File: src/rtl/alex_spi_ctrl.sv
// Alex filter-board SPI sequencer: serialises {tx_relay, atten, lpf, hpf, 8'h00}
// MSB first on change of any input, after reset, and on a periodic refresh.
module alex_spi_ctrl #(
    parameter int unsigned CLK_DIV = 4,
    parameter logic [23:0] REFRESH = 24'd1_000_000
) (
    input  logic       clock,
    input  logic       reset,
    input  logic [5:0] hpf,
    input  logic [6:0] lpf,
    input  logic [1:0] atten,
    input  logic       tx_relay,
    output logic       spi_clk,
    output logic       spi_data,
    output logic       spi_load,
    output logic       busy,
    output logic       done
);

    localparam logic [2:0] ST_IDLE  = 3'd0;
    localparam logic [2:0] ST_SETUP = 3'd1;
    localparam logic [2:0] ST_HIGH  = 3'd2;
    localparam logic [2:0] ST_LATCH = 3'd3;
    localparam logic [2:0] ST_GAP   = 3'd4;

    localparam logic [7:0] DIV_LAST = 8'(CLK_DIV - 1);
    localparam logic [4:0] BIT_LAST = 5'd23;

    logic [2:0]  state_reg, state_next;
    logic [7:0]  div_cnt_reg, div_cnt_next;
    logic [4:0]  bit_cnt_reg, bit_cnt_next;
    logic [23:0] shreg_reg, shreg_next;
    logic [15:0] last_sent_reg, last_sent_next;
    logic        pending_reg, pending_next;
    logic [23:0] refresh_cnt_reg, refresh_cnt_next;

    logic        spi_clk_reg, spi_clk_next;
    logic        spi_data_reg, spi_data_next;
    logic        spi_load_reg, spi_load_next;
    logic        busy_reg, busy_next;
    logic        done_reg, done_next;

    logic [15:0] packed_cfg;
    logic        div_last;
    logic        refresh_hit;
    logic [23:0] refresh_inc;
    logic        trigger;

    assign packed_cfg = {tx_relay, atten, lpf, hpf};
    assign div_last   = (div_cnt_reg == DIV_LAST);

    // With refresh disabled the counter just saturates so it can never wrap into a hit.
    generate
        if (REFRESH != 24'd0) begin : g_refresh_on
            assign refresh_hit = (refresh_cnt_reg == (REFRESH - 24'd1));
            assign refresh_inc = refresh_cnt_reg + 24'd1;
        end else begin : g_refresh_off
            assign refresh_hit = 1'b0;
            assign refresh_inc = (&refresh_cnt_reg) ? refresh_cnt_reg
                                                    : refresh_cnt_reg + 24'd1;
        end
    endgenerate

    assign trigger = pending_reg | (packed_cfg != last_sent_reg) | refresh_hit;

    always_comb begin
        state_next       = state_reg;
        div_cnt_next     = div_cnt_reg;
        bit_cnt_next     = bit_cnt_reg;
        shreg_next       = shreg_reg;
        last_sent_next   = last_sent_reg;
        pending_next     = pending_reg;
        refresh_cnt_next = refresh_cnt_reg;

        case (state_reg)
            ST_IDLE: begin
                if (trigger) begin
                    state_next       = ST_SETUP;
                    div_cnt_next     = 8'd0;
                    bit_cnt_next     = 5'd0;
                    shreg_next       = {packed_cfg, 8'h00};
                    last_sent_next   = packed_cfg;
                    pending_next     = 1'b0;
                    refresh_cnt_next = 24'd0;
                end else begin
                    refresh_cnt_next = refresh_inc;
                end
            end
            ST_SETUP: begin
                if (div_last) begin
                    state_next   = ST_HIGH;
                    div_cnt_next = 8'd0;
                end else begin
                    div_cnt_next = div_cnt_reg + 8'd1;
                end
            end
            ST_HIGH: begin
                if (div_last) begin
                    div_cnt_next = 8'd0;
                    shreg_next   = {shreg_reg[22:0], 1'b0};
                    bit_cnt_next = bit_cnt_reg + 5'd1;
                    state_next   = (bit_cnt_reg == BIT_LAST) ? ST_LATCH : ST_SETUP;
                end else begin
                    div_cnt_next = div_cnt_reg + 8'd1;
                end
            end
            ST_LATCH: begin
                if (div_last) begin
                    state_next   = ST_GAP;
                    div_cnt_next = 8'd0;
                end else begin
                    div_cnt_next = div_cnt_reg + 8'd1;
                end
            end
            ST_GAP: begin
                if (div_last) begin
                    state_next   = ST_IDLE;
                    div_cnt_next = 8'd0;
                end else begin
                    div_cnt_next = div_cnt_reg + 8'd1;
                end
            end
            default: begin
                state_next   = ST_IDLE;
                div_cnt_next = 8'd0;
            end
        endcase
    end

    // Outputs are decoded from the next state so the pins themselves are flops.
    always_comb begin
        spi_clk_next  = (state_next == ST_HIGH);
        spi_data_next = ((state_next == ST_SETUP) || (state_next == ST_HIGH)) && shreg_next[23];
        spi_load_next = (state_next == ST_LATCH);
        busy_next     = (state_next != ST_IDLE);
        done_next     = (state_next == ST_GAP) && (div_cnt_next == DIV_LAST);
    end

    always_ff @(posedge clock or posedge reset) begin
        if (reset) begin
            state_reg       <= ST_IDLE;
            div_cnt_reg     <= 8'd0;
            bit_cnt_reg     <= 5'd0;
            shreg_reg       <= 24'd0;
            last_sent_reg   <= 16'd0;
            pending_reg     <= 1'b1;
            refresh_cnt_reg <= 24'd0;
            spi_clk_reg     <= 1'b0;
            spi_data_reg    <= 1'b0;
            spi_load_reg    <= 1'b0;
            busy_reg        <= 1'b0;
            done_reg        <= 1'b0;
        end else begin
            state_reg       <= state_next;
            div_cnt_reg     <= div_cnt_next;
            bit_cnt_reg     <= bit_cnt_next;
            shreg_reg       <= shreg_next;
            last_sent_reg   <= last_sent_next;
            pending_reg     <= pending_next;
            refresh_cnt_reg <= refresh_cnt_next;
            spi_clk_reg     <= spi_clk_next;
            spi_data_reg    <= spi_data_next;
            spi_load_reg    <= spi_load_next;
            busy_reg        <= busy_next;
            done_reg        <= done_next;
        end
    end

    assign spi_clk  = spi_clk_reg;
    assign spi_data = spi_data_reg;
    assign spi_load = spi_load_reg;
    assign busy     = busy_reg;
    assign done     = done_reg;

endmodule
File: config.mk
export PLATFORM = sky130hd
export DESIGN_NAME = alex_spi_ctrl
export DESIGN_NICKNAME = d
export VERILOG_FILES = /design/src/rtl/alex_spi_ctrl.sv
export SDC_FILE = /design/constraint.sdc
export NUM_CORES = 1
export LEC_CHECK = 0
export BUFFER_PORTS_ARGS = -buffer_cell sky130_fd_sc_hd__buf_4
export CAP_MARGIN = 5
export CORE_ASPECT_RATIO = 0.75
export CORE_UTILIZATION = 55
export CTS_CLUSTER_SIZE = 24
export DETAILED_ROUTE_END_ITERATION = 10
export GPL_TIMING_DRIVEN = 0
export PLACE_DENSITY = 0.73
export REMOVE_ABC_BUFFERS = 1
export SYNTH_ARGS = -nofsm -noshare
export SYNTH_HDL_FRONTEND = slang
export SYNTH_SLANG_ARGS = --single-unit
File: constraint.sdc
create_clock -name clock -period 3.85 [get_ports clock]
set_input_delay 1.155 -clock clock [delete_from_list [all_inputs] [get_ports clock]]
set_output_delay 1.155 -clock clock [all_outputs]
set_load 0.005 [all_outputs]
==> run summary, run 1 <==
Status - completed
HPWL after detailed placement - 5550 um
Headroom to the max-slew limit - 0.4047
Crit path required time - 4130 ps
Finished Layout Cells - 531
Row count - 27
Pleak - 0.002101 uW
Final period utilization - 0.7877
Power density cells - 346.1 nW/um2
Finish-stage setup viols - 0
Top FF cell, synth - dfrtp_1
Reg2Reg Setup Slack - 1140 ps
RSZ-0062 raised after global routing - no
Reg clk slew, reported paths - 90 ps
Core area - 7365 um2
Syn. warnings - 0
Port Buffers - 22
Die W - 102.8 um
Final Core Density - 0.6318
Crit start category - input pin
Layout cell share with drive strength beyond 1 - 0.1744
Initial Utilization - 0.5693
Clk root buf - clkbuf_8
FILL cells - 618
Htree depth - 3
Sum Neg Setup Slack - 0 ps
Clk_skew - 11.09 ps
Sink Count - 85
Routed Antenna Nets - 0
Most common cell after layout, fill and taps aside - dfrtp_1
Setup Buffers After CTS - 0
Setup CP Type - in -> reg
Post-Route WL - 7981 um
Total GRT Usage - 0.2263
Vias - 3,070
Worst min path class - reg -> reg
# diodes - 0
Hold Startpoint - shreg_reg[17]
Reg2reg start - refresh_cnt_reg[6]
TritonCTS clock tree - done
Critical Path Sink Type - flop
Max cap viols - 0
Max reg flops - 24
Synth cell types - 53
Slew Viols, Final - 0
Post-synth EDFFs - 0
Post-synthesis sequential area ratio - 0.5076
R2R depth - 6
CTS Hold Bufs - 0
Critical Path, Cell by Cell - buf_4, xor2_1, nor4_2, nand3_2, o31ai_4, mux2_2
DRT iter0 DRCs - 140
Initial antenna violation count - 0
Max Clock Freq - 329.8 MHz
Routed vias/inst - 5.782
Routability cong. - 0.8428
Final #Nets - 446
Die H - 77.62 um
Post-synthesis cell area - 4193 um2
Global route total overflow - 0
DRC viols - 0
CTS Buffer Depth - 2
Hold Vio Cnt, Final - 0
First-pass GRT wire length - 13,920 um
Max Fanout on Critical Path - 23
Arrival @ worst endpoint - 3310 ps
DIE AREA - 7980 um2
Post-DP Area - 4463 um2
WHS Path Cells - 2
IO Pins - 23
Commonest cells after routing, fill and taps aside - dfrtp_1 (84), nand2_1 (56), nor2_1 (39)
Design Area, Final - 4653 um2
Area delta synth->final - 10.98%
Post-placement cell count - 515
Hold path endpoint - shreg_reg[17]
Slowest cell delay on critical path - 790 ps
Min Tclk post-route - 3033 ps
Post-Syn Area per Cell - 10.35 um2
VDD IR max - 0.2229 mV
Worst Max-Slew Pin Slew - 892.9 ps
DR WL/cell - 15.03 um
Vias in the first global route - 2,889
Worst reg2reg endpoint - last_sent_reg[13]
Largest net degree at the start of global routing - 53
#FFs+latches synth - 85
1st-pass router iterations - 5
# resized after CTS - 0
CTS Buf Count - 9
Synth async-reset ratio - 1.000
Skew-Pair Late Insertion Delay - 350 ps
Slowest CP cell - o31ai_4
Synth Instances - 405
[kinds of logic after synthesis]
group,synth area share
compound gates,0.1218
xor+xnor,0.07729
fa+ha+maj,0.008954
buf+inv,0.02626
flops,0.5076
mux,0.04566
simple gates,0.2125
[per-stage QoR]
stage                     hold WS [ps]  setup WS (ps)  total power, uW
after global routing             502.3          646.6             1680
after floorplan                  439.1          503.2            981.9
final                            475.9          817.5             1610
after detailed placement         456.3          460.7             1020
after global placement           450.7         -522.6             1013
after CTS                        477.2          827.1             1630
[critical path: cells and delay by family]
| family | cells | cell delay (ps) |
|---|---|---|
| simple gates | 2 | 810 |
| compound gates | 1 | 790 |
| mux | 1 | 290 |
| xor+xnor | 1 | 140 |
| buf+inv | 1 | 120 |
[Yosys cell counts (all sizes together) (2+ instances only)]
library cell,number,area (um2)
xor2,30,262.8
a22o,7,61.31
o211ai,2,28.78
nand4,9,56.30
and3,9,56.30
inv,5,18.77
buf,11,72.56
and2,6,37.54
nor2b,2,12.51
nor4b,3,45.04
a31oi,2,12.51
or3,3,18.77
dfrtp,84,2102
o21bai,2,15.01
xnor2,7,61.31
nor3,12,76.33
nand2,56,210.2
mux2,17,191.4
or2,2,12.52
nand3,18,95.09
clkbuf,5,18.77
ha,3,37.54
nor2,39,146.4
and4,4,35.03
a22oi,17,127.6
o31ai,4,35.03
o21ai,15,75.07
nor4,6,62.56
a21oi,11,66.32
[metal layers]
| metal | routed length (um) | GRT usage | vias up |
|---|---|---|---|
| li1 | - | - | 1485 |
| met3 | 457 | 0.05766 | 4 |
| met2 | 3627 | 0.3327 | 90 |
| met1 | 3861 | 0.3379 | 1491 |
| met4 | 34 | 0.04930 | 0 |
| met5 | 0 | 0 | - |
[worst max path at each step]
stage / start / to / slack, ps / depth (start not counted)
5_1_grt: lpf[2] / bit_cnt_reg[0] / 650 / 6
4_1_cts: lpf[2] / bit_cnt_reg[0] / 830 / 6
3_5_place_dp: lpf[2] / bit_cnt_reg[0] / 460 / 6
3_3_place_gp: reset / div_cnt_reg[3] / -520 / 2
6_report: lpf[2] / bit_cnt_reg[0] / 820 / 6
2_1_floorplan: reset / bit_cnt_reg[0] / 500 / 1
[power breakdown]
| group | switching [uW] | internal, uW |
|---|---|---|
| sequential | 10.6 | 910 |
| combinational | 45.6 | 34.5 |
| clock | 314 | 296 |
| total | 370 | 1240 |
[area by class of cell]
| type | instances | area, um2 | share of cell area |
|---|---|---|---|
| inverters | 5 | 21.27 | 0.004571 |
| flip-flops and latches | 85 | 2128 | 0.4574 |
| multi-input cells | 299 | 1963 | 0.4219 |
| well taps | 101 | 126.4 | 0.02716 |
| repair buffers | 25 | 224.0 | 0.04813 |
| clock buffers | 9 | 123.9 | 0.02662 |
| clock inverters | 7 | 66.31 | 0.01425 |
Power figures use the tool's default switching activity.
==> inputs of run 2 (changes only) <==
Settings changed: ABC_AREA set to 1, PLACE_DENSITY 0.73 to 0.76.
Clock period 3.85 ns to 2.7 ns, I/O delays scaled along.
==> run 2 against run 1 <==
Against the previous run:
- worst hold slack lost 120 ps
- sequential power grew 40%
- via count grew 18%
- count of clock-buffer cells in the layout grew 3
- register-to-register slack lost 870 ps
- total power grew 36%
- largest power group unchanged
- highest routed layer unchanged
==> run summary, run 2 <==
Status - completed
First-pass GRT wire length - 15,850 um
Final Core Density - 0.6406
Max reg flops - 24
Internal power - 1696 uW
Reg2reg start - refresh_cnt_reg[0]
Initial Utilization - 0.5796
Core area - 7500 um2
Top FF cell, synth - dfrtp_1
DIE AREA - 8266 um2
CTS Buf Count - 9
Min Tclk post-route - 2432 ps
Synth cell count leaders - nand2_1 (147), dfrtp_1 (84), inv_1 (61), nand3_1 (59), nor2_1 (53)
Clk_skew - 9.679 ps
1st-pass router iterations - 4
Sw power - 501.8 uW
Synth top area share - 0.4836
Top cells by area, synth - dfrtp_1 (48%), nand2_1 (13%), nand3_1 (6.8%)
Max Clock Freq - 411.2 MHz
Post-Route WL - 9238 um
Cell accounting for the most synthesized area - dfrtp_1
Synth cell types - 40
IO Pins - 23
Post-Syn Area per Cell - 7.961 um2
CTS Buffer Depth - 2
Synth async-reset ratio - 1.000
Post-synth EDFFs - 0
Post-synthesis sequential area ratio - 0.4896
Post-synthesis cell area - 4347 um2
Routed vias/inst - 5.346
Worst min path class - in -> async
Reg2Reg Setup Slack - 270 ps
Sink Count - 85
Commonest cells after routing, fill and taps aside - nand2_1 (147), dfrtp_1 (84), inv_1 (59), nand3_1 (59), nor2_1 (53)
DR WL/cell - 13.67 um
Sum Neg Setup Slack - 0 ps
Clock power frac - 0.368
Die W - 104.7 um
Vias - 3,614
Setup crit start - refresh_cnt_reg[0]
RSZ-0062 raised after global routing - no
Setup CP Type - reg -> reg
Global route total overflow - 0
Arrival @ worst endpoint - 2640 ps
Gate power share - 0.045
Headroom to the max-slew limit - 0.3335
Total GRT Usage - 0.2459
VDD IR max - 0.3291 mV
Most common cell after layout, fill and taps aside - nand2_1
Final #Nets - 593
DRT iter0 DRCs - 195
Max cap viols - 0
Critical Path Sink Type - flop
Top-count cell post-synth - nand2_1
Area delta synth->final - 10.54%
Finish-stage setup viols - 0
Clk root buf - clkbuf_8
Slowest CP cell - nor2_2
Crit path required time - 2910 ps
Port Buffers - 22
Slowest cell delay on critical path - 790 ps
# diodes - 0
CTS Hold Bufs - 0
Switch share - 0.2283
Max Fanout on Critical Path - 22
Power density cells - 457.4 nW/um2
#FFs+latches synth - 85
Row count - 27
Syn. warnings - 0
Die H - 78.99 um
Initial antenna violation count - 0
HPWL after detailed placement - 6203 um
Final period utilization - 0.9008
Slew Viols, Final - 0
R2R depth - 10
Routability cong. - 0.8103
Critical Path, Cell by Cell - ha_1, nand2_1, nor2_2, nand2_1, nor2_1, nand3_1, nand2_1, nor2_4, nor2_2, o21ai_0
Crit path to - last_sent_reg[9]
TritonCTS clock tree - done
Vias in the first global route - 3,418
Htree depth - 3
Routed Antenna Nets - 0
Largest net degree at the start of global routing - 72
Worst reg2reg endpoint - last_sent_reg[9]
Sequential power share - 0.587
Skew-Pair Late Insertion Delay - 370 ps
DRC viols - 0
Power, Total - 2198 uW
Layout cell share with drive strength beyond 1 - 0.1357
Hold Vio Cnt, Final - 0
Synth Instances - 546
Worst Max-Slew Pin Slew - 998.7 ps
Crit start category - flop
Pleak - 0.002295 uW
Reg clk slew, reported paths - 80 ps
Crit-path most repeated cell - nand2_1
-- run 2: timing repair --
action                                 4_1_cts  5_1_grt
buffers inserted                             0        3
cloned                                       2        0
gates resized for setup                      2        2
pin swaps                                    1        0
setup endpoints to repair                   17       10
endpoints found under the hold margin        0        0
-- run 2: power groups by stage --
stage | clock [uW] | sequential, uW | combinational [uW]
2_1_floorplan | 0 | 1310 | 55.4
5_1_grt | 872 | 1290 | 115
3_5_place_dp | 0 | 1320 | 101
3_3_place_gp | 0 | 1320 | 92.2
6_report | 808 | 1290 | 99.1
4_1_cts | 824 | 1290 | 102
-- run 2: how the worst min path moves through the flow --
stage / endpoint / slack, ps / cells past startpoint
after floorplan: pending_reg / 420 / 2
after global placement: pending_reg / 430 / 2
after detailed placement: pending_reg / 430 / 2
after CTS: bit_cnt_reg[2] / 360 / 2
after global routing: bit_cnt_reg[2] / 350 / 2
final: bit_cnt_reg[2] / 360 / 2
-- run 2: worst max-delay path: cells and delay by family, from the launching register on --
kind	cells	cell delay, ps
simple gates	8	1510
flops	1	400
fa+ha+maj	1	180
compound gates	1	170
-- run 2: metal layers --
metal  GRT usage  vias up  share of wire
met5           0        -              0
met4     0.07183        0          0.011
met3     0.06897        8          0.044
met2      0.4053       68           0.46
met1      0.3195     1728           0.49
li1            -     1810              -
-- run 2: per-stage QoR --
| stage | hold WS (ps) | setup WS, ps | instance area [um2] | cells |
|---|---|---|---|---|
| final | 355.5 | 267.8 | 4805 | 676 |
| after global routing | 354.9 | 79.72 | 4805 | 676 |
| after CTS | 356.8 | 120.4 | 4776 | 673 |
| after detailed placement | 432.0 | -703.7 | 4589 | 657 |
| after global placement | 433.0 | -1304 | 4559 | 656 |
| after floorplan | 424.2 | -301.8 | 4268 | 533 |
-- run 2: cell families (layout without fill, tap and decap cells) --
family / count (synthesis) / after routing / synth area share
flip-flops: 85 / 85 / 0.4896
AO/OA/AOI/OAI: 52 / 52 / 0.06880
XOR/XNOR: 14 / 14 / 0.02821
adder cells (fa/ha/maj): 3 / 3 / 0.008636
AND/OR/NAND/NOR: 313 / 315 / 0.3296
buffers and inverters: 79 / 106 / 0.07513
-- run 2: area by class of cell --
cell class	count	area [um2]
clock buffers	12	155.1
clock inverters	2	10.01
fillers	655	2695
inverters	66	255.2
multi-input cells	384	1914
flip-flops and latches	85	2128
well taps	101	126.4
repair buffers	26	215.2
